`src/rtl/npem_command_sequencer_if.sv`:
```
// Handshake bundle between the NPEM control/status registers, the command
// sequencer and the enclosure backend.
interface npem_command_sequencer_if #(
   parameter int REGISTER_WIDTH = 32
);
   logic                      ctrl_write;
   logic [REGISTER_WIDTH-1:0] ctrl_value;
   logic                      npem_reset_initiated;
   logic                      cmd_int_enable;
   logic                      status_write;
   logic [REGISTER_WIDTH-1:0] status_write_data;
   logic                      enc_ack;
   logic                      enc_req;
   logic [REGISTER_WIDTH-1:0] enc_cmd;
   logic                      enc_reset;
   logic                      busy;
   logic                      cmd_completed;
   logic                      cmd_timeout;
   logic                      irq;

   // enc_req/enc_reset are levels held by the sequencer until the backend
   // answers with a one-cycle enc_ack or the watchdog expires; an ack seen
   // while neither request is raised carries no meaning and is dropped.
   modport master (
      output ctrl_write, ctrl_value, npem_reset_initiated, cmd_int_enable,
             status_write, status_write_data, enc_ack,
      input  enc_req, enc_cmd, enc_reset, busy, cmd_completed, cmd_timeout, irq
   );

   modport slave (
      input  ctrl_write, ctrl_value, npem_reset_initiated, cmd_int_enable,
             status_write, status_write_data, enc_ack,
      output enc_req, enc_cmd, enc_reset, busy, cmd_completed, cmd_timeout, irq
   );
endinterface

```
`src/rtl/npem_command_sequencer.sv`:
```
// Turns each accepted NPEM control write into one enclosure command or reset
// and reports completion/timeout through sticky RW1C status and an irq pulse.
module npem_command_sequencer #(
   parameter int REGISTER_WIDTH = 32,
   parameter int TIMEOUT_CYCLES = 1024
) (
   input  logic                     clk,
   input  logic                     rst_n,
   npem_command_sequencer_if.slave  bus,
   output logic [1:0]               o_state
);

   typedef enum logic [1:0] {
      S_IDLE    = 2'd0,
      S_CAPTURE = 2'd1,
      S_ISSUE   = 2'd2,
      S_RESET   = 2'd3
   } state_t;

   localparam int          CW    = (TIMEOUT_CYCLES > 2) ? $clog2(TIMEOUT_CYCLES) : 1;
   localparam logic [CW-1:0] LIMIT = CW'(TIMEOUT_CYCLES - 1);

   state_t                    r_state;
   logic [CW-1:0]             r_cnt;
   logic                      r_pending;
   logic                      r_enc_req;
   logic                      r_enc_reset;
   logic [REGISTER_WIDTH-1:0] r_enc_cmd;
   logic                      r_busy;
   logic                      r_completed;
   logic                      r_timeout;
   logic                      r_irq;

   logic w_ack_done;
   logic w_wd_done;
   logic w_cap_done;
   logic w_complete;
   logic w_pend;
   logic w_unused_status_bits;

   assign w_unused_status_bits = ^bus.status_write_data[REGISTER_WIDTH-1:2];

   // A reset pulse in ISSUE aborts the command, so it masks ack and watchdog.
   always_comb begin
      w_ack_done = 1'b0;
      w_wd_done  = 1'b0;
      w_cap_done = 1'b0;
      case (r_state)
         S_CAPTURE: w_cap_done = !bus.npem_reset_initiated && !bus.ctrl_value[0];
         S_ISSUE: begin
            if (!bus.npem_reset_initiated) begin
               if (bus.enc_ack)       w_ack_done = 1'b1;
               else if (r_cnt == LIMIT) w_wd_done = 1'b1;
            end
         end
         S_RESET: begin
            if (bus.enc_ack)         w_ack_done = 1'b1;
            else if (r_cnt == LIMIT) w_wd_done  = 1'b1;
         end
         default: ;
      endcase
   end

   assign w_complete = w_ack_done | w_wd_done | w_cap_done;
   assign w_pend     = r_pending | bus.ctrl_write;

   always_ff @(posedge clk or negedge rst_n) begin
      if (!rst_n) begin
         r_state     <= S_IDLE;
         r_cnt       <= '0;
         r_pending   <= 1'b0;
         r_enc_req   <= 1'b0;
         r_enc_reset <= 1'b0;
         r_enc_cmd   <= '0;
         r_busy      <= 1'b0;
         r_completed <= 1'b0;
         r_timeout   <= 1'b0;
         r_irq       <= 1'b0;
      end else begin
         r_irq <= w_complete & bus.cmd_int_enable;

         if (w_complete)                                     r_completed <= 1'b1;
         else if (bus.status_write && bus.status_write_data[0]) r_completed <= 1'b0;

         if (w_wd_done)                                      r_timeout <= 1'b1;
         else if (bus.status_write && bus.status_write_data[1]) r_timeout <= 1'b0;

         // A finished request goes straight back to CAPTURE when a write is queued.
         if (w_complete) begin
            r_state     <= w_pend ? S_CAPTURE : S_IDLE;
            r_busy      <= w_pend;
            r_pending   <= 1'b0;
            r_enc_req   <= 1'b0;
            r_enc_reset <= 1'b0;
         end else begin
            case (r_state)
               S_IDLE: begin
                  if (w_pend) begin
                     r_state   <= S_CAPTURE;
                     r_busy    <= 1'b1;
                     r_pending <= 1'b0;
                  end
               end
               S_CAPTURE: begin
                  r_pending <= w_pend;
                  r_cnt     <= '0;
                  if (bus.npem_reset_initiated) begin
                     r_state     <= S_RESET;
                     r_enc_reset <= 1'b1;
                  end else begin
                     r_state   <= S_ISSUE;
                     r_enc_cmd <= bus.ctrl_value;
                     r_enc_req <= 1'b1;
                  end
               end
               S_ISSUE: begin
                  r_pending <= w_pend;
                  if (bus.npem_reset_initiated) begin
                     r_state     <= S_RESET;
                     r_enc_req   <= 1'b0;
                     r_enc_reset <= 1'b1;
                     r_cnt       <= '0;
                  end else begin
                     r_cnt <= r_cnt + 1'b1;
                  end
               end
               S_RESET: begin
                  r_pending <= w_pend;
                  r_cnt     <= r_cnt + 1'b1;
               end
               default: r_state <= S_IDLE;
            endcase
         end
      end
   end

   assign bus.enc_req       = r_enc_req;
   assign bus.enc_cmd       = r_enc_cmd;
   assign bus.enc_reset     = r_enc_reset;
   assign bus.busy          = r_busy;
   assign bus.cmd_completed = r_completed;
   assign bus.cmd_timeout   = r_timeout;
   assign bus.irq           = r_irq;
   assign o_state           = r_state;

endmodule

```
`src/flat_wrapper.sv`:
```
// flat-port wrapper written by rule: the top's interface ports become plain ports
module npem_command_sequencer_flat 
#(
   parameter int REGISTER_WIDTH = 32,
   parameter int TIMEOUT_CYCLES = 1024
)
  (clk, rst_n, o_state, bus_ctrl_write, bus_ctrl_value, bus_npem_reset_initiated, bus_cmd_int_enable, bus_status_write, bus_status_write_data, bus_enc_ack, bus_enc_req, bus_enc_cmd, bus_enc_reset, bus_busy, bus_cmd_completed, bus_cmd_timeout, bus_irq);
  npem_command_sequencer_if #(.REGISTER_WIDTH(REGISTER_WIDTH)) bus_i ();
  input  logic clk;
  input  logic rst_n;
  output logic [1:0] o_state;
  input wire logic [$bits(bus_i.ctrl_write)-1:0] bus_ctrl_write;
  input wire logic [$bits(bus_i.ctrl_value)-1:0] bus_ctrl_value;
  input wire logic [$bits(bus_i.npem_reset_initiated)-1:0] bus_npem_reset_initiated;
  input wire logic [$bits(bus_i.cmd_int_enable)-1:0] bus_cmd_int_enable;
  input wire logic [$bits(bus_i.status_write)-1:0] bus_status_write;
  input wire logic [$bits(bus_i.status_write_data)-1:0] bus_status_write_data;
  input wire logic [$bits(bus_i.enc_ack)-1:0] bus_enc_ack;
  output wire logic [$bits(bus_i.enc_req)-1:0] bus_enc_req;
  output wire logic [$bits(bus_i.enc_cmd)-1:0] bus_enc_cmd;
  output wire logic [$bits(bus_i.enc_reset)-1:0] bus_enc_reset;
  output wire logic [$bits(bus_i.busy)-1:0] bus_busy;
  output wire logic [$bits(bus_i.cmd_completed)-1:0] bus_cmd_completed;
  output wire logic [$bits(bus_i.cmd_timeout)-1:0] bus_cmd_timeout;
  output wire logic [$bits(bus_i.irq)-1:0] bus_irq;
  assign bus_i.ctrl_write = bus_ctrl_write;
  assign bus_i.ctrl_value = bus_ctrl_value;
  assign bus_i.npem_reset_initiated = bus_npem_reset_initiated;
  assign bus_i.cmd_int_enable = bus_cmd_int_enable;
  assign bus_i.status_write = bus_status_write;
  assign bus_i.status_write_data = bus_status_write_data;
  assign bus_i.enc_ack = bus_enc_ack;
  assign bus_enc_req = bus_i.enc_req;
  assign bus_enc_cmd = bus_i.enc_cmd;
  assign bus_enc_reset = bus_i.enc_reset;
  assign bus_busy = bus_i.busy;
  assign bus_cmd_completed = bus_i.cmd_completed;
  assign bus_cmd_timeout = bus_i.cmd_timeout;
  assign bus_irq = bus_i.irq;
  npem_command_sequencer #(.REGISTER_WIDTH(REGISTER_WIDTH), .TIMEOUT_CYCLES(TIMEOUT_CYCLES)) u_core (.clk(clk), .rst_n(rst_n), .bus(bus_i), .o_state(o_state));
endmodule
```
`config.mk`:
```
export PLATFORM = sky130hd
export DESIGN_NAME = npem_command_sequencer_flat
export DESIGN_NICKNAME = d
export VERILOG_FILES = /design/src/rtl/npem_command_sequencer_if.sv /design/src/rtl/npem_command_sequencer.sv /design/src/flat_wrapper.sv
export SDC_FILE = /design/constraint.sdc
export NUM_CORES = 1
export LEC_CHECK = 0
export ABC_AREA = 1
export CORE_MARGIN = 5
export CORE_UTILIZATION = 43
export CTS_CLUSTER_DIAMETER = 40
export DETAILED_ROUTE_END_ITERATION = 8
export PLACE_DENSITY = 0.8
export SLEW_MARGIN = 30
export SYNTH_ARGS = -nofsm -noshare
export SYNTH_HDL_FRONTEND = slang
export SYNTH_SLANG_ARGS = --single-unit
```
`constraint.sdc`:
```
create_clock -name clk -period 1.98 [get_ports clk]
set_input_delay 0.495 -clock clk [delete_from_list [all_inputs] [get_ports clk]]
set_output_delay 0.495 -clock clk [all_outputs]
set_load 0.05 [all_outputs]
```
==> results of run 1 <==
-- state kept, by name, indices dropped and copies added, names as in the netlist --
signal / cells
u_core.r_pending: 1
u_core.bus.enc_cmd: 32
u_core.r_cnt: 10
u_core.bus.cmd_completed: 1
u_core.bus.irq: 1
u_core.bus.busy: 1
u_core.o_state: 2
u_core.bus.enc_reset: 1
u_core.bus.cmd_timeout: 1
u_core.bus.enc_req: 1
-- routing by layer --
metal  track usage  vias to the layer above  share of wire
li1              -                     1155              -
met3        0.0470                        9          0.073
met1         0.203                     1032           0.42
met5             0                        -              0
met2         0.274                       68           0.50
met4        0.0311                        0          0.010
-- final timing paths --
check	endpoint	slack, ns	depth (start not counted)
max in group asynchronous	u_core.bus.enc_cmd[0]	1.33	2
hold / removal	u_core.r_cnt[9]	0.13	1
hold reg to reg	u_core.bus.enc_cmd[12]	0.49	2
setup / recovery	u_core.bus.enc_cmd[5]	0.13	8
min in group clk	u_core.bus.enc_cmd[12]	0.49	2
setup reg to reg	u_core.bus.enc_cmd[5]	0.15	10
-- layout by cell type (no fill, tap or decap), drive strengths merged, types with 3 or more instances in the layout --
master,count
a21oi,3
buf,58
clkbuf,6
inv,56
nand2,100
nor2,14
nand4,6
ha,5
nand3,24
dfrtp,51
o21ai,41
clkdlybuf4s50,39
-- worst max-delay path, delay by kind of cell --
family | cells | cell delay [ns]
AO/OA/AOI/OAI | 2 | 0.28
buffers and inverters | 3 | 0.94
AND/OR/NAND/NOR | 3 | 0.32
-- power by group through the flow --
stage	clock, mW	sequential [mW]	combinational, mW
after detailed placement	0	1.73	3.54
after global routing	0.688	1.77	3.77
after floorplan	0	2.95	1.23
after global placement	0	1.71	3.46
final	0.619	1.71	3.51
after CTS	0.648	1.71	3.55
-- metrics by stage --
stage / area, sq um / setup WS, ns / total power [mW] / hold WS, ns
after floorplan: 2700 / 0.0220 / 4.19 / 0.199
after global placement: 3570 / -0.182 / 5.18 / 0.454
after detailed placement: 3570 / -0.203 / 5.27 / 0.467
after CTS: 3670 / 0.121 / 5.91 / 0.135
after global routing: 3670 / 0.0185 / 6.22 / 0.152
final: 3670 / 0.129 / 5.85 / 0.128
-- cells by family (layout without fill, tap and decap cells) --
logic type                 count (synthesis)  in the layout  share of synthesized area
and+or+nand+nor                          148            148                      0.264
buffers and inverters                     63            159                      0.108
DFF                                       51             51                      0.472
AOI/OAI and AO/OA                         44             44                      0.129
adders and majority gates                  5              5                     0.0232
xor gates and xnor gates                   1              1                    0.00324
-- layout make-up --
class | count | area share
clock buffers | 6 | 0.0225
clock inverters | 1 | 0.00239
inverters | 55 | 0.0569
multi-input cells | 198 | 0.310
flip-flops and latches | 51 | 0.348
well taps | 75 | 0.0256
repair buffers | 97 | 0.234
==> impl_metrics.xml, run 1 <==
<?xml version="1.0" encoding="UTF-8"?>
<metrics>
  <group name="setup_path">
    <metric name="worst_ep_arrival_time" unit="ns">2.05</metric>
    <metric name="worst-setup-path-type" unit="">input port to flop</metric>
    <metric name="cpMaxStageDelayCell" unit="">clkdlybuf4s50_1</metric>
    <metric name="worst_setup_path_startpoint" unit="">bus_npem_reset_initiated</metric>
    <metric name="crit_path_max_incr_delay" unit="ns">0.60</metric>
    <metric name="crit_path_cell_trace" unit="">clkdlybuf4s50_1, nor3_1, buf_4, a21oi_4, nand3_4, buf_12, nand2_1, o21ai_2</metric>
    <metric name="worst_setup_path_end_kind" unit="">flop</metric>
    <metric name="cp_data_required_time" unit="ns">2.18</metric>
    <metric name="critPathMaxFanout" unit="">26</metric>
    <metric name="setup.worst_path.start_class" unit="">input port</metric>
    <metric name="r2r_start" unit="">u_core.o_state[1]</metric>
  </group>
  <group name="cells_and_area">
    <metric name="layout.nets" unit="">484</metric>
    <metric name="finish.utilization" unit="">0.609</metric>
    <metric name="layout-drive-gt1-share" unit="">0.301</metric>
    <metric name="stdcell_count" unit="">483</metric>
    <metric name="area_taken_by_multi_input_logic_gates" unit="sq um">1140</metric>
    <metric name="fillCellCount" unit="">546</metric>
    <metric name="n_antenna_cell" unit="">0</metric>
    <metric name="syn2layout_area_growth" unit="%">35.9</metric>
    <metric name="register_area" unit="sq um">1280</metric>
  </group>
  <group name="pwr">
    <metric name="power.switching" unit="mW">2.96</metric>
    <metric name="power.ir.vdd_worst" unit="mV">1.11</metric>
    <metric name="pwr-share-clk" unit="">0.106</metric>
    <metric name="internal-power" unit="mW">2.88</metric>
    <metric name="power_per_cell_area" unit="nW/um^2">1590</metric>
    <metric name="seq_power_share" unit="">0.293</metric>
    <metric name="power.leakage" unit="nW">1.94</metric>
    <metric name="combinationalPowerShare" unit="">0.601</metric>
    <metric name="sw_frac_of_total" unit="">0.507</metric>
  </group>
  <group name="yosys">
    <metric name="synthTopCellsByArea" unit="">dfrtp_1 47%, nand2_1 12%, o21ai_2 10%</metric>
    <metric name="async_reset_ff_frac" unit="">1.00</metric>
    <metric name="synth_seq_area_share" unit="">0.472</metric>
    <metric name="synth_ff_type" unit="">dfrtp_1</metric>
    <metric name="synth_top_area_cell" unit="">dfrtp_1</metric>
    <metric name="number_of_warnings_reported_in_the_yosys_synthesis_log" unit="">0</metric>
    <metric name="number_of_enable_flip_flop_cells_after_synthesis" unit="">0</metric>
    <metric name="synth.net_count" unit="">388</metric>
    <metric name="synth_commonest_cells" unit="">84 x nand2_1, 53 x inv_1, 51 x dfrtp_1</metric>
    <metric name="synth.cell_area" unit="sq um">2700</metric>
    <metric name="synth_largest_type_area_fraction" unit="">0.472</metric>
    <metric name="yosysMostFrequentCell" unit="">nand2_1</metric>
    <metric name="count_of_state_elements_after_synthesis" unit="">51</metric>
    <metric name="syn_inst" unit="">312</metric>
    <metric name="postSynthAreaPerCell" unit="sq um">8.66</metric>
    <metric name="synth.lib_cells_used.distinct" unit="">25</metric>
  </group>
  <group name="cts">
    <metric name="clock_tree.root_cell" unit="">clkbuf_8</metric>
    <metric name="clk-insertion-delay-late" unit="ns">0.30</metric>
    <metric name="postCtsResizedCells" unit="">0</metric>
    <metric name="clock_tree_from_tritoncts" unit="">done</metric>
    <metric name="cts.clk_slew.worst_paths" unit="ns">0.09</metric>
    <metric name="cts_hold_buf" unit="">0</metric>
    <metric name="cts_made_buffers" unit="">5</metric>
    <metric name="cts-htree-levels" unit="">2</metric>
    <metric name="post_cts_repair_timing_setup_buffer_count" unit="">0</metric>
    <metric name="clk_sink_count" unit="">51</metric>
    <metric name="cts_buffer_depth" unit="">2</metric>
  </group>
  <group name="sta">
    <metric name="share_of_the_clock_period_used_by_the_worst_path" unit="">0.935</metric>
    <metric name="clock.fmax" unit="MHz">540</metric>
    <metric name="timing_hold_violations_final" unit="">0</metric>
    <metric name="slew_headroom" unit="">0.699</metric>
    <metric name="fin_tns_setup" unit="ns">0</metric>
    <metric name="final_critical_path_required_period" unit="ns">1.85</metric>
    <metric name="max_slew.worst_pin.slew" unit="ns">0.452</metric>
    <metric name="rsz_0062_raised_after_global_routing" unit="">false</metric>
    <metric name="clock_skew" unit="ns">0.00552</metric>
    <metric name="report.final.slew_viol_count" unit="">0</metric>
    <metric name="timing.final.setup_violations" unit="">0</metric>
  </group>
  <group name="floorplan">
    <metric name="fp-row-count" unit="">28</metric>
    <metric name="boundaryPins" unit="">111</metric>
    <metric name="fp.dieArea" unit="sq um">7970</metric>
    <metric name="chipHeight" unit="microns">89.3</metric>
    <metric name="die_w" unit="microns">89.3</metric>
    <metric name="initial_core_util" unit="">0.448</metric>
    <metric name="core_region_area" unit="sq um">6030</metric>
  </group>
  <group name="drt">
    <metric name="detail_route.first_pass.iterations" unit="">4</metric>
    <metric name="starting_drt_drc_count" unit="">112</metric>
    <metric name="route.detailed.vias_per_inst" unit="">4.69</metric>
    <metric name="routed_wire_length_per_instance" unit="microns">12.5</metric>
    <metric name="vias" unit="">2264</metric>
    <metric name="detail_route.drc_violations" unit="">0</metric>
    <metric name="detail-route-antenna-nets" unit="">0</metric>
    <metric name="drt_wl_total" unit="mm">6.06</metric>
  </group>
  <group name="run_status">
    <metric name="outcome" unit="">completed</metric>
  </group>
  <group name="placement">
    <metric name="detailedPlacementHpwl" unit="mm">4.78</metric>
    <metric name="place_congestion" unit="">0.856</metric>
    <metric name="buffer_ports.inserted" unit="">80</metric>
    <metric name="dp.cells" unit="">476</metric>
  </group>
  <group name="global_route">
    <metric name="grt_first_pass_wirelength" unit="mm">10.2</metric>
    <metric name="gr-total-overflow" unit="">0</metric>
    <metric name="antenna_found_initial" unit="">0</metric>
    <metric name="grt_util_all_layers" unit="">0.160</metric>
    <metric name="grt_max_degree" unit="">34</metric>
    <metric name="grt_pass1_vias" unit="">2293</metric>
  </group>
  <group name="min_path">
    <metric name="worstHoldPathType" unit="">input port to asynchronous set/reset pin</metric>
  </group>
  <group name="flow_run">
    <metric name="timing.max_cap.violations" unit="">0</metric>
  </group>
</metrics>
Power figures use the tool's default switching activity.
==> run 2: changes to the inputs <==
--- a/config.mk
+++ b/config.mk
@@ -7,10 +7,10 @@
 export LEC_CHECK = 0
 export ABC_AREA = 1
 export CORE_MARGIN = 5
-export CORE_UTILIZATION = 43
+export CORE_UTILIZATION = 39
 export CTS_CLUSTER_DIAMETER = 40
 export DETAILED_ROUTE_END_ITERATION = 8
-export PLACE_DENSITY = 0.8
+export PLACE_DENSITY = 0.77
 export SLEW_MARGIN = 30
 export SYNTH_ARGS = -nofsm -noshare
 export SYNTH_HDL_FRONTEND = slang
==> constraint.sdc (replaced) <==
create_clock -name clk -period 1.68 [get_ports clk]
set_input_delay 0.42 -clock clk [delete_from_list [all_inputs] [get_ports clk]]
set_output_delay 0.42 -clock clk [all_outputs]
set_load 0.05 [all_outputs]
==> impl_metrics.xml, run 2 (synthesis results as in run 1) <==
<?xml version="1.0" encoding="UTF-8"?>
<metrics>
  <group name="run_status">
    <metric name="outcome" unit="">finished with violations</metric>
    <metric name="failed_checks" unit="">setup timing</metric>
  </group>
  <group name="setup_path">
    <metric name="setup.worst_path.start_class" unit="">flop</metric>
    <metric name="critPathMaxFanout" unit="">8</metric>
    <metric name="worst_setup_path_end_kind" unit="">flop</metric>
    <metric name="crit_path_cell_trace" unit="">buf_6, ha_4, inv_4, nand2_4, a21oi_4, nand3_4, buf_12, buf_12, nand2_4, o21ai_4</metric>
    <metric name="crit_path_max_incr_delay" unit="ns">0.46</metric>
    <metric name="worst_ep_arrival_time" unit="ns">1.96</metric>
    <metric name="worst-setup-path-type" unit="">flop to flop</metric>
    <metric name="cp_data_required_time" unit="ns">1.87</metric>
    <metric name="cpMaxStageDelayCell" unit="">dfrtp_2</metric>
  </group>
  <group name="sta">
    <metric name="report.final.slew_viol_count" unit="">0</metric>
    <metric name="clock.fmax" unit="MHz">566</metric>
    <metric name="clock_skew" unit="ns">0.00966</metric>
    <metric name="max_slew.worst_pin.slew" unit="ns">0.446</metric>
    <metric name="slew_headroom" unit="">0.703</metric>
    <metric name="share_of_the_clock_period_used_by_the_worst_path" unit="">1.05</metric>
    <metric name="fin_ws" unit="ns">-0.0854</metric>
    <metric name="rsz_0062_raised_after_global_routing" unit="">true</metric>
    <metric name="fin_hold_ws" unit="ns">0.0698</metric>
    <metric name="timing.final.setup_violations" unit="">45</metric>
    <metric name="final_critical_path_required_period" unit="ns">1.77</metric>
    <metric name="timing_hold_violations_final" unit="">0</metric>
  </group>
  <group name="cells_and_area">
    <metric name="largest_register_ff_count" unit="">32</metric>
    <metric name="finish.utilization" unit="">0.669</metric>
    <metric name="most-common-layout-cells" unit="">63 x nand2_1, 56 x buf_4, 49 x dfrtp_1, 45 x inv_1, 38 x clkdlybuf4s50_1</metric>
    <metric name="n_antenna_cell" unit="">0</metric>
    <metric name="syn2layout_area_growth" unit="%">67.3</metric>
    <metric name="layout.nets" unit="">518</metric>
    <metric name="layout-drive-gt1-share" unit="">0.434</metric>
    <metric name="leading_cell_type_in_the_layout_fill_and_taps_excluded" unit="">nand2_1</metric>
    <metric name="stdcell_count" unit="">522</metric>
  </group>
  <group name="cts">
    <metric name="cts_buffer_depth" unit="">2</metric>
    <metric name="cts-htree-levels" unit="">2</metric>
    <metric name="clock_tree_from_tritoncts" unit="">done</metric>
    <metric name="clk-insertion-delay-late" unit="ns">0.30</metric>
    <metric name="cts.clk_slew.worst_paths" unit="ns">0.10</metric>
    <metric name="cts_made_buffers" unit="">5</metric>
    <metric name="clk_sink_count" unit="">51</metric>
    <metric name="clock_tree.root_cell" unit="">clkbuf_8</metric>
  </group>
  <group name="drt">
    <metric name="detail_route.first_pass.iterations" unit="">5</metric>
    <metric name="vias" unit="">2521</metric>
    <metric name="detail_route.drc_violations" unit="">0</metric>
    <metric name="detail-route-antenna-nets" unit="">0</metric>
    <metric name="drt_wl_total" unit="mm">7.43</metric>
    <metric name="starting_drt_drc_count" unit="">109</metric>
    <metric name="route.detailed.vias_per_inst" unit="">4.83</metric>
    <metric name="routed_wire_length_per_instance" unit="microns">14.2</metric>
  </group>
  <group name="floorplan">
    <metric name="die_w" unit="microns">93.2</metric>
    <metric name="core_region_area" unit="sq um">6760</metric>
    <metric name="boundaryPins" unit="">111</metric>
    <metric name="fp.dieArea" unit="sq um">8690</metric>
    <metric name="fp-row-count" unit="">30</metric>
    <metric name="initial_core_util" unit="">0.400</metric>
    <metric name="chipHeight" unit="microns">93.2</metric>
  </group>
  <group name="placement">
    <metric name="place_congestion" unit="">0.929</metric>
    <metric name="dp.cells" unit="">495</metric>
    <metric name="dp_slack" unit="ns">-0.453</metric>
    <metric name="detailedPlacementHpwl" unit="mm">4.92</metric>
    <metric name="buffer_ports.inserted" unit="">80</metric>
  </group>
  <group name="flow_run">
    <metric name="timing.max_cap.violations" unit="">0</metric>
  </group>
  <group name="pwr">
    <metric name="power.ir.vdd_worst" unit="mV">1.28</metric>
    <metric name="sw_frac_of_total" unit="">0.478</metric>
    <metric name="power.switching" unit="mW">4.20</metric>
    <metric name="power_per_cell_area" unit="nW/um^2">1940</metric>
    <metric name="internal-power" unit="mW">4.58</metric>
    <metric name="seq_power_share" unit="">0.255</metric>
    <metric name="combinationalPowerShare" unit="">0.666</metric>
    <metric name="power.leakage" unit="nW">2.29</metric>
    <metric name="finalPower" unit="mW">8.79</metric>
    <metric name="pwr-share-clk" unit="">0.079</metric>
  </group>
  <group name="global_route">
    <metric name="grt_util_all_layers" unit="">0.173</metric>
    <metric name="gr-total-overflow" unit="">0</metric>
    <metric name="antenna_found_initial" unit="">0</metric>
    <metric name="grt_pass1_vias" unit="">2604</metric>
    <metric name="grt_max_degree" unit="">34</metric>
    <metric name="grt_first_pass_wirelength" unit="mm">12.2</metric>
  </group>
  <group name="min_path">
    <metric name="worstHoldPathType" unit="">input port to asynchronous set/reset pin</metric>
  </group>
</metrics>
## run 2: stage by stage
stage          cell area [sq um]  setup TNS [ns]
6_report                    4520           -2.55
5_1_grt                     4520           -5.30
3_3_place_gp                3910          -19.12
2_1_floorplan               2740           -2.44
4_1_cts                     4400           -2.46
3_5_place_dp                3910          -20.60
## run 2: layer usage
| layer | global-route usage | part of all wire | vias up |
|---|---|---|---|
| li1 | - | - | 1231 |
| met1 | 0.207 | 0.40 | 1213 |
| met2 | 0.313 | 0.54 | 71 |
| met3 | 0.0426 | 0.051 | 6 |
| met4 | 0.0354 | 0.0061 | 0 |
| met5 | 0 | 0 | - |
## run 2: area by class of cell
type	instances	area (sq um)
Fill cell	531	2240
Timing Repair Buffer	130	1460
Inverter	55	220
Sequential cell	51	1280
Tap cell	80	100
Multi-Input combinational cell	199	1380
Clock buffer	6	72.6
Clock inverter	1	7.51
## run 2: what timing repair did
item                                    CTS  global route
resized for setup                        57            21
setup buffers                            10             5
gates cloned                              5             0
pin swaps                                 8             9
hold buffers                              0             0
endpoints found under the setup margin   48            47
## run 2: power groups by stage
stage | clock, mW | sequential, mW | combinational, mW
detailed placement | 0 | 2.12 | 4.86
global route | 0.753 | 2.30 | 6.18
floorplan | 0 | 3.51 | 1.52
finish | 0.692 | 2.24 | 5.85
CTS | 0.713 | 2.22 | 5.63
global placement | 0 | 2.10 | 4.74
## run 2: final timing paths
check	start	to	slack, ns	cells past startpoint
worst max-delay path	u_core.o_state[0]	u_core.bus.enc_cmd[12]	-0.09	10
worst min-delay path	rst_n	u_core.r_cnt[9]	0.07	2
worst max register to register	u_core.o_state[0]	u_core.bus.enc_cmd[12]	-0.09	10
worst min register to register	u_core.bus.cmd_completed	u_core.bus.cmd_completed	0.50	2
max in group asynchronous	rst_n	u_core.bus.enc_cmd[23]	1.20	2
min in group clk	u_core.bus.cmd_completed	u_core.bus.cmd_completed	0.50	2
## run 2: critical path: cells and delay by family (launching register included)
kind	cells	cell delay (ns)
AO/OA/AOI/OAI	2	0.28
buffers and inverters	4	0.51
flip-flops	1	0.46
adder cells (fa/ha/maj)	1	0.16
AND/OR/NAND/NOR	3	0.23
==> run 3: changes to the inputs <==
--- a/config.mk
+++ b/config.mk
@@ -11,7 +11,6 @@
 export CTS_CLUSTER_DIAMETER = 40
 export DETAILED_ROUTE_END_ITERATION = 8
 export PLACE_DENSITY = 0.77
-export SLEW_MARGIN = 30
 export SYNTH_ARGS = -nofsm -noshare
 export SYNTH_HDL_FRONTEND = slang
 export SYNTH_SLANG_ARGS = --single-unit
==> results of run 3 <==
Final layout, timing and power as in run 2 (identical DEF).
